$ cat config.mk
export PLATFORM = sky130hd
export DESIGN_NAME = multicycle_processor
export DESIGN_NICKNAME = d
export VERILOG_FILES = /design/src/rtl/processor_pkg.sv /design/src/rtl/mc_control_fsm.sv /design/src/rtl/multicycle_processor.sv
export SDC_FILE = /design/constraint.sdc
export NUM_CORES = 1
export LEC_CHECK = 0
export BUFFER_PORTS_ARGS = -buffer_cell sky130_fd_sc_hd__buf_2
export CAP_MARGIN = 20
export CORE_AREA = 2 2 348 178
export CTS_BUF_LIST = sky130_fd_sc_hd__clkbuf_2
export DETAILED_ROUTE_END_ITERATION = 10
export DIE_AREA = 0 0 350 180
export PLACE_DENSITY = 0.86
export SLEW_MARGIN = 10
export SYNTH_ARGS = -nofsm -noshare
export SYNTH_HDL_FRONTEND = slang
export SYNTH_SLANG_ARGS = --single-unit
$ cat constraint.sdc
create_clock -name clk -period 5.48 [get_ports clk]
set_input_delay 1.096 -clock clk [delete_from_list [all_inputs] [get_ports clk]]
set_output_delay 1.096 -clock clk [all_outputs]
set_load 0.02 [all_outputs]
$ cat src/rtl/processor_pkg.sv
// Shared types for the multicycle processor: instruction encodings, FSM states,
// ALU controls and flag bit positions.
package processor_pkg;

  typedef enum logic [2:0] {
    OpAlu     = 3'd0,
    OpAddi    = 3'd1,
    OpLoad    = 3'd2,
    OpStore   = 3'd3,
    OpB       = 3'd4,
    OpBeq     = 3'd5,
    OpHalt    = 3'd6,
    OpIllegal = 3'd7
  } opcode_e;

  typedef enum logic [2:0] {
    FnAdd = 3'd0,
    FnSub = 3'd1,
    FnAnd = 3'd2,
    FnOr  = 3'd3
  } funct_e;

  typedef enum logic [2:0] {
    StFetch,
    StDecode,
    StExecute,
    StMemory,
    StWriteback,
    StHalted
  } state_e;

  typedef enum logic [1:0] {
    AluAdd,
    AluSub,
    AluAnd,
    AluOr
  } alu_op_e;

  // Bit positions inside the {N,Z,C,V} flags vector.
  localparam int unsigned FlagN = 3;
  localparam int unsigned FlagZ = 2;
  localparam int unsigned FlagC = 1;
  localparam int unsigned FlagV = 0;

endpackage

$ cat src/rtl/mc_control_fsm.sv
// Control FSM: sequences fetch/decode/execute/memory/writeback and emits
// en-qualified strobes that the datapath uses as register enables.
module mc_control_fsm
  import processor_pkg::*;
(
  input  logic    clk,
  input  logic    rst,
  input  logic    en,
  input  logic    mem_ready,
  input  opcode_e opcode,
  input  logic    bad,
  output state_e  state,
  output logic    mem_req,
  output logic    mem_we,
  output logic    ir_load,
  output logic    op_load,
  output logic    ex_en,
  output logic    mem_done,
  output logic    wb_en,
  output logic    pc_seq,
  output logic    pc_branch,
  output logic    retire,
  output logic    illegal_set
);

  state_e state_q, state_d;
  // Keeps the bus idle for the first cycle after reset release.
  logic   run_q;

  always_ff @(posedge clk or negedge rst) begin
    if (!rst) begin
      state_q <= StFetch;
      run_q   <= 1'b0;
    end else if (en) begin
      state_q <= state_d;
      run_q   <= 1'b1;
    end
  end

  always_comb begin
    mem_req     = run_q && (state_q == StFetch || state_q == StMemory);
    mem_we      = (state_q == StMemory) && (opcode == OpStore);
    ir_load     = (state_q == StFetch) && mem_req && mem_ready && en;
    mem_done    = (state_q == StMemory) && mem_ready && en;
    op_load     = en && (state_q == StDecode);
    ex_en       = en && (state_q == StExecute);
    wb_en       = en && (state_q == StWriteback);
    illegal_set = op_load && bad;
    pc_branch   = ex_en && (opcode == OpB || opcode == OpBeq);
    pc_seq      = wb_en || (mem_done && opcode == OpStore);
    retire      = pc_seq || pc_branch;

    state_d = state_q;
    case (state_q)
      StFetch:     if (ir_load) state_d = StDecode;
      StDecode:    state_d = (bad || opcode == OpHalt) ? StHalted : StExecute;
      StExecute: begin
        case (opcode)
          OpLoad, OpStore: state_d = StMemory;
          OpB, OpBeq:      state_d = StFetch;
          default:         state_d = StWriteback;
        endcase
      end
      StMemory:    if (mem_done) state_d = (opcode == OpLoad) ? StWriteback : StFetch;
      StWriteback: state_d = StFetch;
      StHalted:    state_d = StHalted;
      default:     state_d = StFetch;
    endcase
  end

  assign state = state_q;

endmodule

$ cat src/rtl/multicycle_processor.sv
// Multicycle load/store core: register file, ALU, PC and bus datapath around
// the mc_control_fsm sequencer.
module multicycle_processor
  import processor_pkg::*;
#(
  parameter int unsigned  N        = 24,
  parameter int unsigned  REGS     = 16,
  parameter logic [N-1:0] RESET_PC = '0
) (
  input  logic         clk,
  input  logic         rst,
  input  logic         en,
  output logic         mem_req,
  output logic         mem_we,
  output logic [N-1:0] mem_addr,
  output logic [N-1:0] mem_wdata,
  input  logic [N-1:0] mem_rdata,
  input  logic         mem_ready,
  output logic [N-1:0] pc_address,
  output logic [3:0]   flags,
  output logic         halted,
  output logic         illegal,
  output logic [31:0]  retired
);

  localparam int unsigned ImmW = N - 12;
  localparam int unsigned RegW = $clog2(REGS);

  logic [N-1:0] pc_q, ir_q, op_a_q, op_b_q, res_q;
  logic [N-1:0] regs_q [REGS];
  logic [3:0]   flags_q;
  logic         illegal_q;
  logic [31:0]  retired_q;

  state_e state;
  logic ir_load, op_load, ex_en, mem_done, wb_en, pc_seq, pc_branch, retire, illegal_set;

  opcode_e        opcode;
  funct_e         funct;
  logic [3:0]     rd, rs, rt;
  logic [ImmW-1:0] imm;
  logic           bad;

  assign opcode = opcode_e'(ir_q[N-1:N-3]);
  assign rd     = ir_q[N-5:N-8];
  assign rs     = ir_q[N-9:N-12];
  assign rt     = ir_q[N-13:N-16];
  assign funct  = funct_e'(ir_q[2:0]);
  assign imm    = ir_q[N-13:0];
  assign bad    = ir_q[N-4] || opcode == OpIllegal ||
                  (opcode == OpAlu && !(funct inside {FnAdd, FnSub, FnAnd, FnOr}));

  // Out-of-range register indices read as zero and never get written.
  logic [N-1:0] rs_val, rd_val, rt_val;
  assign rs_val = (32'(rs) < REGS) ? regs_q[rs[RegW-1:0]] : '0;
  assign rd_val = (32'(rd) < REGS) ? regs_q[rd[RegW-1:0]] : '0;
  assign rt_val = (32'(rt) < REGS) ? regs_q[rt[RegW-1:0]] : '0;

  logic [N-1:0] imm_z, br_off, pc_plus4, br_target;
  logic         taken;
  assign imm_z     = {{12{1'b0}}, imm};
  assign br_off    = {{12{imm[ImmW-1]}}, imm};
  assign pc_plus4  = pc_q + N'(4);
  assign br_target = pc_plus4 + {br_off[N-3:0], 2'b00};
  assign taken     = (opcode == OpB) || (opcode == OpBeq && op_a_q == op_b_q);

  alu_op_e      alu_op;
  logic [N-1:0] alu_b, alu_res;
  logic [N:0]   sum;
  logic [3:0]   alu_flags;

  always_comb begin
    alu_op = AluAdd;
    alu_b  = imm_z;
    if (opcode == OpAlu) begin
      alu_b = op_b_q;
      case (funct)
        FnSub:   alu_op = AluSub;
        FnAnd:   alu_op = AluAnd;
        FnOr:    alu_op = AluOr;
        default: alu_op = AluAdd;
      endcase
    end
    case (alu_op)
      AluSub:  sum = {1'b0, op_a_q} + {1'b0, ~alu_b} + {{N{1'b0}}, 1'b1};
      AluAnd:  sum = {1'b0, op_a_q & alu_b};
      AluOr:   sum = {1'b0, op_a_q | alu_b};
      default: sum = {1'b0, op_a_q} + {1'b0, alu_b};
    endcase
    alu_res          = sum[N-1:0];
    alu_flags        = '0;
    alu_flags[FlagN] = alu_res[N-1];
    alu_flags[FlagZ] = (alu_res == '0);
    // Logic ops never carry out of bit N-1, so sum[N] is already zero for them.
    alu_flags[FlagC] = sum[N];
    if (alu_op == AluAdd)
      alu_flags[FlagV] = (op_a_q[N-1] == alu_b[N-1]) && (alu_res[N-1] != op_a_q[N-1]);
    else if (alu_op == AluSub)
      alu_flags[FlagV] = (op_a_q[N-1] != alu_b[N-1]) && (alu_res[N-1] != op_a_q[N-1]);
  end

  always_ff @(posedge clk or negedge rst) begin
    if (!rst) begin
      pc_q      <= RESET_PC;
      ir_q      <= '0;
      op_a_q    <= '0;
      op_b_q    <= '0;
      res_q     <= '0;
      flags_q   <= '0;
      illegal_q <= 1'b0;
      retired_q <= '0;
      for (int unsigned i = 0; i < REGS; i++) regs_q[i] <= '0;
    end else begin
      if (ir_load) ir_q <= mem_rdata;
      if (op_load) begin
        op_a_q <= rs_val;
        op_b_q <= (opcode == OpAlu) ? rt_val : rd_val;
      end
      if (illegal_set) illegal_q <= 1'b1;
      if (ex_en) begin
        res_q <= alu_res;
        if (opcode == OpAlu || opcode == OpAddi) flags_q <= alu_flags;
      end
      if (mem_done && opcode == OpLoad) res_q <= mem_rdata;
      if (wb_en && 32'(rd) < REGS) regs_q[rd[RegW-1:0]] <= res_q;
      if (pc_branch)   pc_q <= taken ? br_target : pc_plus4;
      else if (pc_seq) pc_q <= pc_plus4;
      if (retire) retired_q <= retired_q + 32'd1;
    end
  end

  mc_control_fsm u_fsm (
    .clk         (clk),
    .rst         (rst),
    .en          (en),
    .mem_ready   (mem_ready),
    .opcode      (opcode),
    .bad         (bad),
    .state       (state),
    .mem_req     (mem_req),
    .mem_we      (mem_we),
    .ir_load     (ir_load),
    .op_load     (op_load),
    .ex_en       (ex_en),
    .mem_done    (mem_done),
    .wb_en       (wb_en),
    .pc_seq      (pc_seq),
    .pc_branch   (pc_branch),
    .retire      (retire),
    .illegal_set (illegal_set)
  );

  assign mem_addr   = (state == StMemory) ? res_q : pc_q;
  assign mem_wdata  = op_b_q;
  assign pc_address = pc_q;
  assign flags      = flags_q;
  assign halted     = (state == StHalted);
  assign illegal    = illegal_q;
  assign retired    = retired_q;

endmodule

==> results_tabular.tex <==
\begin{tabular}{lr}
\hline
Metric & Value \\
\hline
\multicolumn{2}{l}{\textbf{Run status}} \\
Outcome & complete, no violations \\
\multicolumn{2}{l}{\textbf{Worst setup path}} \\
Worst R2R Start & ir\_q[21]\$\_DFFE\_PN0P\_ \\
Crit path to & flags[2]\$\_DFFE\_PN0P\_ \\
Maximum net fanout on the critical path & 23 \\
Arrival time reported for the critical path endpoint & 6.11 ns \\
Worst endpoint required time & 6.64 ns \\
Critical path start-end classification & flop to flop \\
Largest stage delay, worst path & 0.54 ns \\
Count of cells along the worst register-to-register path & 16 \\
Kind of cell with the highest combined delay on the critical path & compound AO/OA/AOI/OAI gates \\
Cell with the largest stage delay on the worst path & sky130\_fd\_sc\_hd\_\_a211oi\_1 \\
Chain of cells forming the critical path & nor3\_2 > buf\_4 > mux2\_2 > ha\_1 > inv\_1 > fa\_1 > nor2b\_1 > o2111ai\_1 > a211oi\_1 > o211ai\_1 > a31o\_2 > and2\_1 > o22ai\_1 > and4\_1 > nand4\_1 > o41ai\_1 \\
Setup slack of the worst register-to-register path & approximately 0.52 ns \\
Worst setup SP type & flop \\
Buffering stage count on the worst path with inverters included & 2 \\
Critical path origin & ir\_q[21]\$\_DFFE\_PN0P\_ \\
Endpoint of the worst-slack reg-to-reg timing path & flags[2]\$\_DFFE\_PN0P\_ \\
Levels on crit path & 16 \\
Kind of end point of the critical path & flop \\
\multicolumn{2}{l}{\textbf{Place}} \\
Sum of net half-perimeters after detailed placement & 82,200 um \\
Routability congestion estimate from global placement & 1.04 \\
Pre-CTS setup slack & roughly 0.70 ns \\
Port Buffer Count & between 100 and 150 \\
\multicolumn{2}{l}{\textbf{GRT}} \\
Via count of the first global-routing pass & 27,481 \\
First-pass GRT wire length & 179,000 um \\
Tot GR Track Use & 0.386 \\
Number of antenna violations at the first check in global routing & 9 \\
Maximum number of pins on one net before global-route repair & $\sim$120 \\
Residual overflow from global routing & 0 \\
\multicolumn{2}{l}{\textbf{Cells and area}} \\
Commonest cells after routing, fill and taps aside & 534 x sky130\_fd\_sc\_hd\_\_dfrtp\_1, 444 x sky130\_fd\_sc\_hd\_\_mux2\_2, 360 x sky130\_fd\_sc\_hd\_\_mux4\_2 \\
Layout filler cell count & 4,366 \\
Register area & 0.0136 sq mm \\
Fraction of layout instances using a drive strength above 1 & 0.407 \\
Number of nets in the finished design & approximately 3,100 \\
Layout overhead on the synthesized area & 8.32\% \\
Multi-input gate area in the final layout & 0.0208 sq mm \\
Most common library cell in the layout ignoring fill and taps & sky130\_fd\_sc\_hd\_\_dfrtp\_1 \\
\multicolumn{2}{l}{\textbf{Yosys}} \\
Average cell area after synthesis & 12.6 sq um \\
Portion of the post-synthesis area used by sequential elements & 0.382 \\
Synth cell types & 78 \\
Yosys synthesis warning count & 0 \\
Async set-reset flop share out of synthesis & 1.00 \\
Cell types with the largest area share after synthesis & sky130\_fd\_sc\_hd\_\_dfrtp\_1 38\%, sky130\_fd\_sc\_hd\_\_mux4\_2 23\%, sky130\_fd\_sc\_hd\_\_mux2\_2 14\% \\
Post-synth EDFFs & 0 \\
Cell area after synthesis & 0.0356 sq mm \\
Proportion of netlist area held by the largest area contributor & 0.382 \\
Library cell occupying the most area in the post-synthesis netlist & sky130\_fd\_sc\_hd\_\_dfrtp\_1 \\
Predominant post-synthesis flop cell & sky130\_fd\_sc\_hd\_\_dfrtp\_1 \\
Synthesized flop and latch total & about 540 \\
Gate Count Post-Synth & 2,825 \\
\multicolumn{2}{l}{\textbf{STA}} \\
Min Tclk post-route & 4.96 ns \\
Maximum operating frequency & 202 MHz \\
Slew at the pin closest to its max-slew limit & 1.19 ns \\
Setup repair after global routing missed its margin & no \\
Worst rel slew slack & 0.205 \\
Final clock period utilization by the worst path & 0.904 \\
Count of endpoints failing setup in the final report & 0 \\
Setup ws final & about 0.52 ns \\
Skew final & approximately 0.14 ns \\
Number of endpoints with negative hold slack in the final report & 0 \\
Final count of pins violating max slew & 0 \\
Sum of negative setup slack & 0 ns \\
\multicolumn{2}{l}{\textbf{CTS}} \\
Clock root buffer & sky130\_fd\_sc\_hd\_\_clkbuf\_2 \\
Post-CTS sizing & 0 \\
Insertion delay of the later-clocked pin in the worst-skew pair & 1.40 ns \\
Maximum count of clock buffers along a single path & 3 \\
Deepest level of the CTS H-tree & 3 \\
Clock sink total & between 500 and 600 \\
CTS clock-pin slew for the worst setup and hold paths & 0.13 ns \\
Buffers inserted during post-CTS setup optimization & 0 \\
Inserted Clock Buffers & 120 \\
Clock tree from TritonCTS & built \\
\multicolumn{2}{l}{\textbf{Route}} \\
Final routed wirelength across all metal layers & around 120,000 um \\
Total number of vias & 27,795 \\
Number of design-rule violations left by the first detailed-router iteration & 4,173 \\
Number of antenna-violating nets in the routed design & 0 \\
Number of iterations in the first detailed-routing pass & 6 \\
Average wire per cell in the routed design & 31.1 um \\
DRC violations left & 0 \\
Vias per inst & 7.17 \\
\multicolumn{2}{l}{\textbf{Floorplanning}} \\
Die Span X & 350 um \\
Initial core utilization & 0.592 \\
Num rows & 64 \\
Die outline area & 0.0630 sq mm \\
Die height & around 180 um \\
Standard cell core area & 0.0601 sq mm \\
Number of ports placed on the die boundary & 140 \\
\multicolumn{2}{l}{\textbf{Flow run}} \\
\# Max-Cap Violations & 0 \\
\multicolumn{2}{l}{\textbf{Power and ir drop}} \\
Maximum vdd drop & around 0.53 mV \\
LEAKAGE & 17.5 nW \\
Tot Pwr & 19.8 mW \\
Total power per unit cell area & around 500 mW/mm\^{}2 \\
\multicolumn{2}{l}{\textbf{Hold path}} \\
Class of the worst hold path & primary input to flop \\
\hline
\end{tabular}
[worst register-to-register path, cell delays in order, from the launching register on]
cell and delay, ns:
sky130_fd_sc_hd__dfrtp_1 0.50, sky130_fd_sc_hd__nor3_2 0.21, sky130_fd_sc_hd__buf_4 0.40, sky130_fd_sc_hd__mux2_2 0.32, sky130_fd_sc_hd__ha_1 0.25, sky130_fd_sc_hd__inv_1 0.09, sky130_fd_sc_hd__fa_1 0.45, sky130_fd_sc_hd__nor2b_1 0.13
sky130_fd_sc_hd__o2111ai_1 0.22, sky130_fd_sc_hd__a211oi_1 0.54, sky130_fd_sc_hd__o211ai_1 0.27, sky130_fd_sc_hd__a31o_2 0.33, sky130_fd_sc_hd__and2_1 0.16, sky130_fd_sc_hd__o22ai_1 0.29, sky130_fd_sc_hd__and4_1 0.26, sky130_fd_sc_hd__nand4_1 0.11
sky130_fd_sc_hd__o41ai_1 0.32
[per-layer routing]
layer | global-route usage | up-vias | wire length, um
li1 | - | 11143 | -
met1 | 0.547 | 14093 | 46900
met2 | 0.504 | 2170 | 48700
met3 | 0.195 | 383 | 20500
met4 | 0.142 | 6 | 4440
met5 | 0.00831 | - | 95
[where the power goes]
part,switching (mW),internal (mW)
Sequential,2.08,4.88
Clock,1.76,0.935
Combinational,5.67,4.48
[synth_stat cells, types with 38 or more instances]
| cell type | count |
|---|---|
| sky130_fd_sc_hd__nand3_1 | 50 |
| sky130_fd_sc_hd__clkbuf_1 | 176 |
| sky130_fd_sc_hd__buf_1 | 38 |
| sky130_fd_sc_hd__mux2_2 | 444 |
| sky130_fd_sc_hd__dfrtp_1 | 543 |
| sky130_fd_sc_hd__inv_1 | 101 |
| sky130_fd_sc_hd__xnor2_1 | 61 |
| sky130_fd_sc_hd__nor2_1 | 124 |
| sky130_fd_sc_hd__a21oi_1 | 116 |
| sky130_fd_sc_hd__mux4_2 | 360 |
| sky130_fd_sc_hd__o21ai_0 | 91 |
| sky130_fd_sc_hd__ha_1 | 105 |
| sky130_fd_sc_hd__nand2_1 | 144 |
[kinds of logic (layout without fill, tap and decap cells)]
logic type                 after synthesis  after routing  share of synthesized area
AOI/OAI and AO/OA                      422            422                     0.0772
xor gates and xnor gates                98             98                     0.0241
adders and majority gates              108            108                     0.0386
buffers and inverters                  324            545                     0.0348
DFF                                    543            543                      0.382
muxes                                  832            832                      0.376
other                                    1              8                   0.000105
and+or+nand+nor                        497            497                     0.0671
[metrics by stage]
step | std cells | utilization | hold WS, ns | instance area, sq um
floorplan | 2826 | - | 0.477 | 35600
global placement | 3636 | 0.618 | 0.449 | 37200
detailed placement | 3636 | 0.618 | 0.448 | 37200
CTS | 3870 | 0.640 | 0.000347 | 38500
global route | 3875 | 0.641 | 0.0418 | 38500
finish | 3878 | 0.641 | 0.124 | 38500
[how the worst min path moves through the flow]
stage / start / to / slack [ns] / cells after the start
6_report: mem_rdata[18] / ir_q[18]$_DFFE_PN0P_ / 0.12 / 2
4_1_cts: mem_rdata[23] / res_q[23]$_DFFE_PN0P_ / 0.0003 / 3
3_3_place_gp: illegal$_DFFE_PN0P_ / illegal$_DFFE_PN0P_ / 0.45 / 1
2_1_floorplan: u_fsm.run_q$_DFFE_PN0P_ / u_fsm.run_q$_DFFE_PN0P_ / 0.48 / 1
5_1_grt: mem_rdata[23] / ir_q[23]$_DFFE_PN0P_ / 0.04 / 2
3_5_place_dp: illegal$_DFFE_PN0P_ / illegal$_DFFE_PN0P_ / 0.45 / 1
[flip-flops by register name, summed over array words and instances, names as in the netlist, 3 cells and up]
register / count
retired: 32
regs_q: 384
ir_q: 24
pc_address: 22
flags: 4
res_q: 24
op_a_q: 24
u_fsm.state: 3
mem_wdata: 24
[final cells by class]
cell class / count / area share
multi-input combinational: 1959 / 0.540
inverter: 101 / 0.00983
clock buffer: 180 / 0.0234
sequential: 543 / 0.353
timing repair buffer: 233 / 0.0422
antenna: 6 / 0.000389
clock inverter: 31 / 0.00458
tap: 825 / 0.0268
[repair_timing]
action | 4_1_cts | 5_1_grt
setup endpoints to repair | 0 | 0
hold buffers | 23 | 0
hold endpoints to repair | 105 | 0
Note: power is estimated with default switching activity, not from simulation.
